<file path="src/rtl/uart_byte_transmitter_pkg.sv">
// Shared definitions for the UART byte transmitter: byte width, default
// baud divider and serializer state encoding.
package uart_byte_transmitter_pkg;

    localparam int unsigned UART_WORD_OUT_SZ   = 8;
    localparam int unsigned UART_CLOCK_DIVIDER = 868;

    typedef enum logic [1:0] {
        UARTTX_IDLE  = 2'd0,
        UARTTX_START = 2'd1,
        UARTTX_DATA  = 2'd2,
        UARTTX_STOP  = 2'd3
    } uarttx_state_e;

endpackage

</file>
<file path="src/rtl/uart_tx_fifo.sv">
// Single-clock byte FIFO with occupancy counter; writes while full and
// reads while empty are ignored.
module uart_tx_fifo
    import uart_byte_transmitter_pkg::*;
#(
    parameter int unsigned DEPTH = 8,
    parameter int unsigned WIDTH = UART_WORD_OUT_SZ
) (
    input  logic             clk_i,
    input  logic             rst_i,
    input  logic             wr_en_i,
    input  logic [WIDTH-1:0] wr_data_i,
    input  logic             rd_en_i,
    output logic [WIDTH-1:0] rd_data_o,
    output logic             full_o,
    output logic             empty_o
);

    localparam int unsigned PTR_W = $clog2(DEPTH);
    localparam int unsigned CNT_W = PTR_W + 1;

    logic [WIDTH-1:0] mem_q [DEPTH];
    logic [PTR_W-1:0] wr_ptr_q, wr_ptr_d;
    logic [PTR_W-1:0] rd_ptr_q, rd_ptr_d;
    logic [CNT_W-1:0] count_q, count_d;
    logic             wr_fire, rd_fire;

    assign full_o    = (count_q == CNT_W'(DEPTH));
    assign empty_o   = (count_q == '0);
    assign rd_data_o = mem_q[rd_ptr_q];
    assign wr_fire   = wr_en_i & ~full_o;
    assign rd_fire   = rd_en_i & ~empty_o;

    always_comb begin
        wr_ptr_d = wr_fire ? wr_ptr_q + PTR_W'(1) : wr_ptr_q;
        rd_ptr_d = rd_fire ? rd_ptr_q + PTR_W'(1) : rd_ptr_q;
        count_d  = count_q;
        case ({wr_fire, rd_fire})
            2'b10:   count_d = count_q + CNT_W'(1);
            2'b01:   count_d = count_q - CNT_W'(1);
            default: count_d = count_q;
        endcase
    end

    always_ff @(posedge clk_i or posedge rst_i) begin
        if (rst_i) begin
            wr_ptr_q <= '0;
            rd_ptr_q <= '0;
            count_q  <= '0;
        end else begin
            wr_ptr_q <= wr_ptr_d;
            rd_ptr_q <= rd_ptr_d;
            count_q  <= count_d;
        end
    end

    always_ff @(posedge clk_i) begin
        if (wr_fire) begin
            mem_q[wr_ptr_q] <= wr_data_i;
        end
    end

endmodule

</file>
<file path="src/rtl/uart_byte_transmitter.sv">
// 8N1 serial transmitter fed by a byte FIFO; consecutive buffered bytes are
// sent as back-to-back frames with no idle gap.
module uart_byte_transmitter
    import uart_byte_transmitter_pkg::*;
#(
    parameter int unsigned CLOCK_DIVIDER = UART_CLOCK_DIVIDER,
    parameter int unsigned FIFO_DEPTH    = 8
) (
    input  logic                        iClock,
    input  logic                        iReset,
    input  logic [UART_WORD_OUT_SZ-1:0] iUartTx8,
    input  logic                        iByteTransmit,
    output logic                        oTx,
    output logic                        oBusy,
    output logic                        oFifoFull,
    output logic                        oOverflow
);

    localparam int unsigned BAUD_W = $clog2(CLOCK_DIVIDER);
    localparam logic [BAUD_W-1:0] BAUD_LAST = BAUD_W'(CLOCK_DIVIDER - 1);

    uarttx_state_e               state_q, state_d;
    logic [BAUD_W-1:0]           baud_q, baud_d;
    logic [2:0]                  bit_q, bit_d;
    logic [UART_WORD_OUT_SZ-1:0] shift_q, shift_d;
    logic                        tx_q, tx_d;
    logic                        busy_q, busy_d;
    logic                        ovf_q, ovf_d;
    logic                        pop, bit_end;
    logic                        fifo_full, fifo_empty;
    logic [UART_WORD_OUT_SZ-1:0] fifo_rdata;

    uart_tx_fifo #(
        .DEPTH (FIFO_DEPTH),
        .WIDTH (UART_WORD_OUT_SZ)
    ) u_fifo (
        .clk_i     (iClock),
        .rst_i     (iReset),
        .wr_en_i   (iByteTransmit),
        .wr_data_i (iUartTx8),
        .rd_en_i   (pop),
        .rd_data_o (fifo_rdata),
        .full_o    (fifo_full),
        .empty_o   (fifo_empty)
    );

    assign bit_end = (baud_q == BAUD_LAST);

    always_comb begin
        state_d = state_q;
        baud_d  = bit_end ? '0 : baud_q + BAUD_W'(1);
        bit_d   = bit_q;
        shift_d = shift_q;
        pop     = 1'b0;
        case (state_q)
            UARTTX_IDLE: begin
                baud_d = '0;
                if (!fifo_empty) begin
                    pop     = 1'b1;
                    shift_d = fifo_rdata;
                    bit_d   = '0;
                    state_d = UARTTX_START;
                end
            end
            UARTTX_START: if (bit_end) state_d = UARTTX_DATA;
            UARTTX_DATA: begin
                if (bit_end) begin
                    shift_d = {1'b0, shift_q[UART_WORD_OUT_SZ-1:1]};
                    bit_d   = bit_q + 3'd1;
                    if (bit_q == 3'd7) state_d = UARTTX_STOP;
                end
            end
            UARTTX_STOP: begin
                if (bit_end) begin
                    if (!fifo_empty) begin
                        pop     = 1'b1;
                        shift_d = fifo_rdata;
                        bit_d   = '0;
                        state_d = UARTTX_START;
                    end else begin
                        state_d = UARTTX_IDLE;
                    end
                end
            end
            default: state_d = UARTTX_IDLE;
        endcase

        // Line level is registered from next-state so oTx lines up with state_q.
        case (state_d)
            UARTTX_START: tx_d = 1'b0;
            UARTTX_DATA:  tx_d = shift_d[0];
            default:      tx_d = 1'b1;
        endcase

        // Next occupancy is non-zero iff the FIFO holds data or takes a write;
        // a pop always moves the FSM out of IDLE, so it cannot clear busy.
        busy_d = (state_d != UARTTX_IDLE) | ~fifo_empty | iByteTransmit;
        ovf_d  = ovf_q | (iByteTransmit & fifo_full);
    end

    always_ff @(posedge iClock or posedge iReset) begin
        if (iReset) begin
            state_q <= UARTTX_IDLE;
            baud_q  <= '0;
            bit_q   <= '0;
            shift_q <= '0;
            tx_q    <= 1'b1;
            busy_q  <= 1'b0;
            ovf_q   <= 1'b0;
        end else begin
            state_q <= state_d;
            baud_q  <= baud_d;
            bit_q   <= bit_d;
            shift_q <= shift_d;
            tx_q    <= tx_d;
            busy_q  <= busy_d;
            ovf_q   <= ovf_d;
        end
    end

    assign oTx       = tx_q;
    assign oBusy     = busy_q;
    assign oFifoFull = fifo_full;
    assign oOverflow = ovf_q;

endmodule

</file>
<file path="config.mk">
export PLATFORM = sky130hd
export DESIGN_NAME = uart_byte_transmitter
export DESIGN_NICKNAME = d
export VERILOG_FILES = /design/src/rtl/uart_byte_transmitter_pkg.sv /design/src/rtl/uart_tx_fifo.sv /design/src/rtl/uart_byte_transmitter.sv
export SDC_FILE = /design/constraint.sdc
export NUM_CORES = 1
export LEC_CHECK = 0
export ABC_AREA = 0
export BUFFER_PORTS_ARGS = -buffer_cell sky130_fd_sc_hd__buf_2
export CORE_ASPECT_RATIO = 0.7
export CORE_MARGIN = 2
export CORE_UTILIZATION = 62
export DETAILED_ROUTE_END_ITERATION = 10
export PLACE_DENSITY_LB_ADDON = 0.2
export RECOVER_POWER = 50
export SYNTH_ARGS = -nofsm -noshare
export SYNTH_HDL_FRONTEND = slang
export SYNTH_HIERARCHICAL = 1
export SYNTH_SLANG_ARGS = --single-unit
export TNS_END_PERCENT = 5
</file>
<file path="constraint.sdc">
create_clock -name iClock -period 3.85 [get_ports iClock]
set_input_delay 0.77 -clock iClock [delete_from_list [all_inputs] [get_ports iClock]]
set_output_delay 0.77 -clock iClock [all_outputs]
set_load 0.03 [all_outputs]
</file>
# After elaboration in Yosys (flattened, before gate mapping)
# Memories as Yosys holds them, arrays and structs flattened.
# Cells that the tools add are included.
dict set report word_totals {
  ff_bits 36
  ram_bits 64
  output_inout_bits 4
  elab_cells 68
  mem_count 1
}
# memory words width rd rd_ports_with_merged_regs write_ports line
set memory_table {}
lappend memory_table {u_fifo.mem_q 8 8 1 0 1 uart_tx_fifo.sv:22} ;# logic [WIDTH-1:0] mem_q [DEPTH];
dict set report op_classes {
  add_sub_neg 6
  n_eq_ne 12
  mux 24
  bitwise 8
  n_reduce_logical 6
}
# operator count
set op_table {}
lappend op_table {{8-bit 2-to-1 mux} 3}
lappend op_table {{8-bit case mux with 3 select lines} 1}
lappend op_table {{10-bit 2-to-1 mux} 2}
lappend op_table {{10-bit by 1-bit adder with 10-bit output, second input constant} 1}
lappend op_table {{10-bit == test, second input constant} 1}
lappend op_table {{2-bit 2-to-1 mux} 5}
lappend op_table {{3-bit by 1-bit adder with 3-bit output, second input constant} 3}
lappend op_table {{3-bit 2-to-1 mux} 3}
lappend op_table {{3-bit case mux with 3 select lines} 1}
lappend op_table {{2-bit == test, second input constant} 4}
lappend op_table {{2-bit case mux with 4 select lines} 1}
lappend op_table {{4-bit case mux with 2 select lines} 1}
lappend op_table {{2-bit by 1-bit == test with 1-bit output, second input constant} 3}
lappend op_table {{1-bit 2-to-1 mux} 5}
lappend op_table {{4-bit by 1-bit adder with 4-bit output, second input constant} 1}
lappend op_table {{4-bit == test, second input constant} 1}
lappend op_table {{4-bit logical NOT} 1}
lappend op_table {{2-bit != test, second input constant} 2}
lappend op_table {{1-bit case mux with 2 select lines} 2}
lappend op_table {{2-bit nonzero test} 2}
lappend op_table {{4-bit by 1-bit subtractor with 4-bit output, second input constant} 1}
lappend op_table {{1-bit AND} 3}
lappend op_table {{3-bit == test, second input constant} 1}
lappend op_table {{1-bit OR} 3}
lappend op_table {{other kinds (4)} 5}

# Logic depth before layout (Yosys ltp)
dict set report logic_depth {
  depth_word 7
  ltp_mapped 13
  depth_no_buf 12
}

# Modules after synthesis
# Netlist, hierarchy kept.
# mod instances cells_per_inst area_per_inst_um2
set modules_own_cells {}
lappend modules_own_cells {uart_tx_fifo 1 161 3138.0}
lappend modules_own_cells {uart_byte_transmitter 1 149 1483.9}

# Least setup slack after synthesis
# OpenSTA, ideal clock, no wires.
dict set report synth_timing {
  kind {reg-to-reg}
  start {reg baud_q[0]}
  end {reg u_fifo.count_q[3]}
  setup_time_ps 134
  t_arrival_ps 3174
  required_time_ps 3716
  setup_slack_ps 542
  stages_incl_launch_ff 14
  n_path_buf 1
  period_less_slack_ps 3308
  cell_sequence {dfrtp_1 -> ha_1 -> nand4b_4 -> nor3_1 -> buf_2 -> a21oi_1 -> nor3_1 -> o41ai_2 -> inv_1 -> ha_1 -> ha_1 -> or4b_2 -> o311ai_0 -> o211ai_1}
}
dict set report synth_between {
  elab_chain_cells 6
  word_cells_on_any_way 8
  cone_classes {3 x eq/ne; 3 x mux; 1 x bitwise; 1 x reduce/logical}
}
# item line
set synth_rtl {}
lappend synth_rtl {{start: declaration} uart_byte_transmitter.sv:23} ;# logic [BAUD_W-1:0] baud_q, baud_d;
lappend synth_rtl {{start signal: assignment} uart_byte_transmitter.sv:112} ;# baud_q <= baud_d;
lappend synth_rtl {{10-bit == test *} uart_byte_transmitter.sv:47} ;# assign bit_end = (baud_q == BAUD_LAST);
lappend synth_rtl {{1-bit 2-to-1 mux *} uart_byte_transmitter.sv:74} ;# if (bit_end) begin
lappend synth_rtl {{1-bit case mux with 2 select lines *} uart_byte_transmitter.sv:55} ;# case (state_q)
lappend synth_rtl {{via pop} uart_byte_transmitter.sv:29} ;# logic pop, bit_end;
lappend synth_rtl {{1-bit AND *} uart_tx_fifo.sv:32} ;# assign rd_fire = rd_en_i & ~empty_o;
lappend synth_rtl {{via u_fifo.rd_fire} uart_tx_fifo.sv:26} ;# logic wr_fire, rd_fire;
lappend synth_rtl {{2-bit by 1-bit == test with 1-bit output / 2-bit == test (equally long branches)} uart_tx_fifo.sv:38} ;# case ({wr_fire, rd_fire})
lappend synth_rtl {{4-bit case mux with 2 select lines / 2-bit nonzero test (equally long branches)} n/a}
lappend synth_rtl {{end signal: assignment} uart_tx_fifo.sv:53} ;# count_q <= count_d;
lappend synth_rtl {{end: declaration} uart_tx_fifo.sv:25} ;# logic [CNT_W-1:0] count_q, count_d;
# Mark *: on every way through the listed nets, which the timed path passes. The rest lies on a longest branch.
# A chain may end at the register's enable or synchronous reset.

# Final worst setup path
# Same ends and word-level chain as after synthesis.

==> out/results.tsv <==
metric	value	unit
synth_edf_count	64	
fmax	0.279	GHz
crit_path_end_kind	register	
wl	8510	um
grt_pass1_vias	2616	
peakVddDrop	0.301	mV
coreArea	0.00725	mm^2
final_nets	353	
crit_chain	ha_1 -> nand4b_4 -> nor3_1 -> a21oi_2 -> nor3_2 -> o41ai_2 -> inv_1 -> ha_1 -> ha_1 -> or4b_2 -> o311ai_0 -> o211ai_1	
row_count	26	
cts.sinks	100	
period_needed	3.59	ns
ys_top_cells_by_area	edfxtp_1 (42%), dfrtp_1 (19%), mux4_1 (9.1%), ha_1 (3.5%), mux2_2 (2.4%)	
syn_area	0.00462	mm^2
endpoint	u_fifo/count_q[3]	
hold_class	in -> async	
critical_path_required	4.08	ns
place_inst	415	
crit_buf_inv	1	
critPathArrivalTime	3.82	ns
track_usage	22.9	%
wire_per_inst	19.7	um
ctsRootBufferMaster	clkbuf_8	
die-height	76.2	um
ys_types	54	
clk_latency	0.36	ns
setup_slack	0.264	ns
dp_hpwl	5770	um
power_leakage	1.90	nW
r2r_cells	12	
slew_violations	0	
antenna_found_initial	0	
crit_fanout	9	
firstDrtPassIters	5	
slowest_stage	or4b_2	
finalHoldViolCount	0	
grt_pass1_wl	13800	um
criticalPathCategory	reg -> reg	
io-pin-count	15	
seq_area_frac_synth	61.1	%
synth_nets	335	
async_flop_share	36.0	%
fin_setup_tns	0	ns
clock_path_buffers	2	
htree_levels	3	
synth_largest_area_cell	edfxtp_1	
ys_seq_elements	100	
period_share	93.1	%
port_buffers	14	
rsz0062_at_grt	false	
cp-startpoint	baud_q[0]	
reg2reg_to	u_fifo/count_q[3]	
final_antenna_net_count	0	
crit_family	simple AND/OR/NAND/NOR gates	
vias_per_cell	6.19	
start_util	63.7	%
cts_tree	done	
r2r_setup_slack	0.26	ns
post_synth.cell_area_avg	14.9	um^2
cap_violations	0	
post_cts_resized	0	
grt_max_degree	27	
synthFlopType	edfxtp_1	
fin_worst_skew	0.00913	ns
worst_pin_slew	1.03	ns
cts_setup_buffers	0	
drive_gt1_share	14.1	%
cts_hold_buf	0	
r2r_start	baud_q[0]	
relSlewSlack	31.6	%
drc_errors	0	
synth.most_common_cell	edfxtp_1	
syn2layout_area_growth	7.72	%
place_ws	0.226	ns
gp_congestion	0.894	
setup_viol	0	
path_depth	12	
outcome	complete, no violations	
synth_cells	310	
synth_warnings	6	
synth_top_area_share	41.6	%
cpPeakStageDelay	0.63	ns
drt_iter0_markers	217	
gr-total-overflow	0	
route.vias.total	2669	
die_area	0.00817	mm^2
critical_path.most_common_cell	ha_1	
die_x	107	um
antenna_cells	0	
stdcell_count	431	
startpoint_type	register	
synth_common_cells	edfxtp_1 (64), dfrtp_1 (35), nor2_1 (21)	
cts_buffers	9	
clk_pin_slew_worst_paths	0.10	ns
power_density	486	mW/mm^2
[worst min path at each step]
stage                         endpoint  slack, ns  cells past startpoint
floorplan                    baud_q[0]       0.45                      1
global placement             oOverflow       0.44                      1
detailed placement           oOverflow       0.46                      1
CTS                 u_fifo/rd_ptr_q[0]       0.38                      2
global route        u_fifo/wr_ptr_q[0]       0.40                      2
finish              u_fifo/rd_ptr_q[0]       0.39                      2
[routing by layer]
metal | global-route usage (%) | vias up | wire length, um | part of all wire (%)
li1 | - | 1224 | - | -
met2 | 33.7 | 90 | 3870 | 45
met4 | 5.97 | 0 | 88 | 1.0
met3 | 5.82 | 9 | 526 | 6.2
met1 | 34.5 | 1346 | 4020 | 47
met5 | 0 | - | 0 | 0
[worst reg2reg max path: cells and delay by family (launching register included)]
kind | cells | cell delay [ns]
flip-flops | 1 | 0.41
AND/OR/NAND/NOR | 4 | 1.33
adder cells (fa/ha/maj) | 3 | 0.99
buffers and inverters | 1 | 0.12
AO/OA/AOI/OAI | 4 | 0.62
[registers in the layout, indices dropped and copies added (netlist names)]
register,count
baud_q,10
bit_q,3
oBusy,1
oOverflow,1
oTx,1
shift_q,8
state_q,2
u_fifo/count_q,4
u_fifo/mem_q,64
u_fifo/rd_ptr_q,3
u_fifo/wr_ptr_q,3
[cell type report]
class	instances	area [um^2]
Clock buffer	10	128
Inverter	15	56.3
Multi-Input combinational cell	183	1680
Sequential cell	100	2820
Clock inverter	6	72.6
Fill cell	510	2280
Timing Repair Buffer	19	97.6
Tap cell	98	123
[cells in the final DEF, fill, tap and decap left out, drive strengths merged, types with 2 or more instances in the layout]
cell    netlist  layout
a21oi         5       5
edfxtp       64      64
inv          15      17
mux2i         7       7
ha           13      13
o21ai        13      13
mux2         11      11
nor3          7       7
a22o          9       9
or3           2       2
o41ai         2       2
nand3        14      14
nand2b        3       3
nor2         21      21
a22oi         2       2
and3          2       2
a31oi         2       2
nand4         2       2
buf           6      11
nor4          2       2
mux4         16      16
nor3b         3       3
or4b          3       3
clkbuf        6      18
nand2        14      14
xnor2         7       7
clkinv        0       3
dfrtp        35      35
xor2          7       7
[cell families (layout without fill, tap and decap cells)]
| family | Yosys count | count (layout) | synth area share (%) |
|---|---|---|---|
| xor+xnor | 14 | 14 | 2.65 |
| flops | 100 | 100 | 61.1 |
| fa+ha+maj | 14 | 14 | 3.95 |
| mux | 34 | 34 | 13.3 |
| compound gates | 42 | 42 | 6.85 |
| simple gates | 79 | 79 | 9.37 |
| buf+inv | 27 | 50 | 2.79 |
[through the flow]
step	total power, mW	util, %	hold WS [ns]	instance area [um^2]
floorplan	1.65	-	0.447	4620
detailed placement	1.79	66.0	0.460	4790
CTS	2.45	68.7	0.382	4990
finish	2.42	68.6	0.388	4980
global route	2.54	68.6	0.397	4980
global placement	1.77	66.0	0.437	4790
[report_power, final]
part           internal, mW  switching [mW]
Sequential             1.29          0.0870
Clock                 0.309           0.355
Combinational         0.153           0.224
Power figures use the tool's default switching activity.
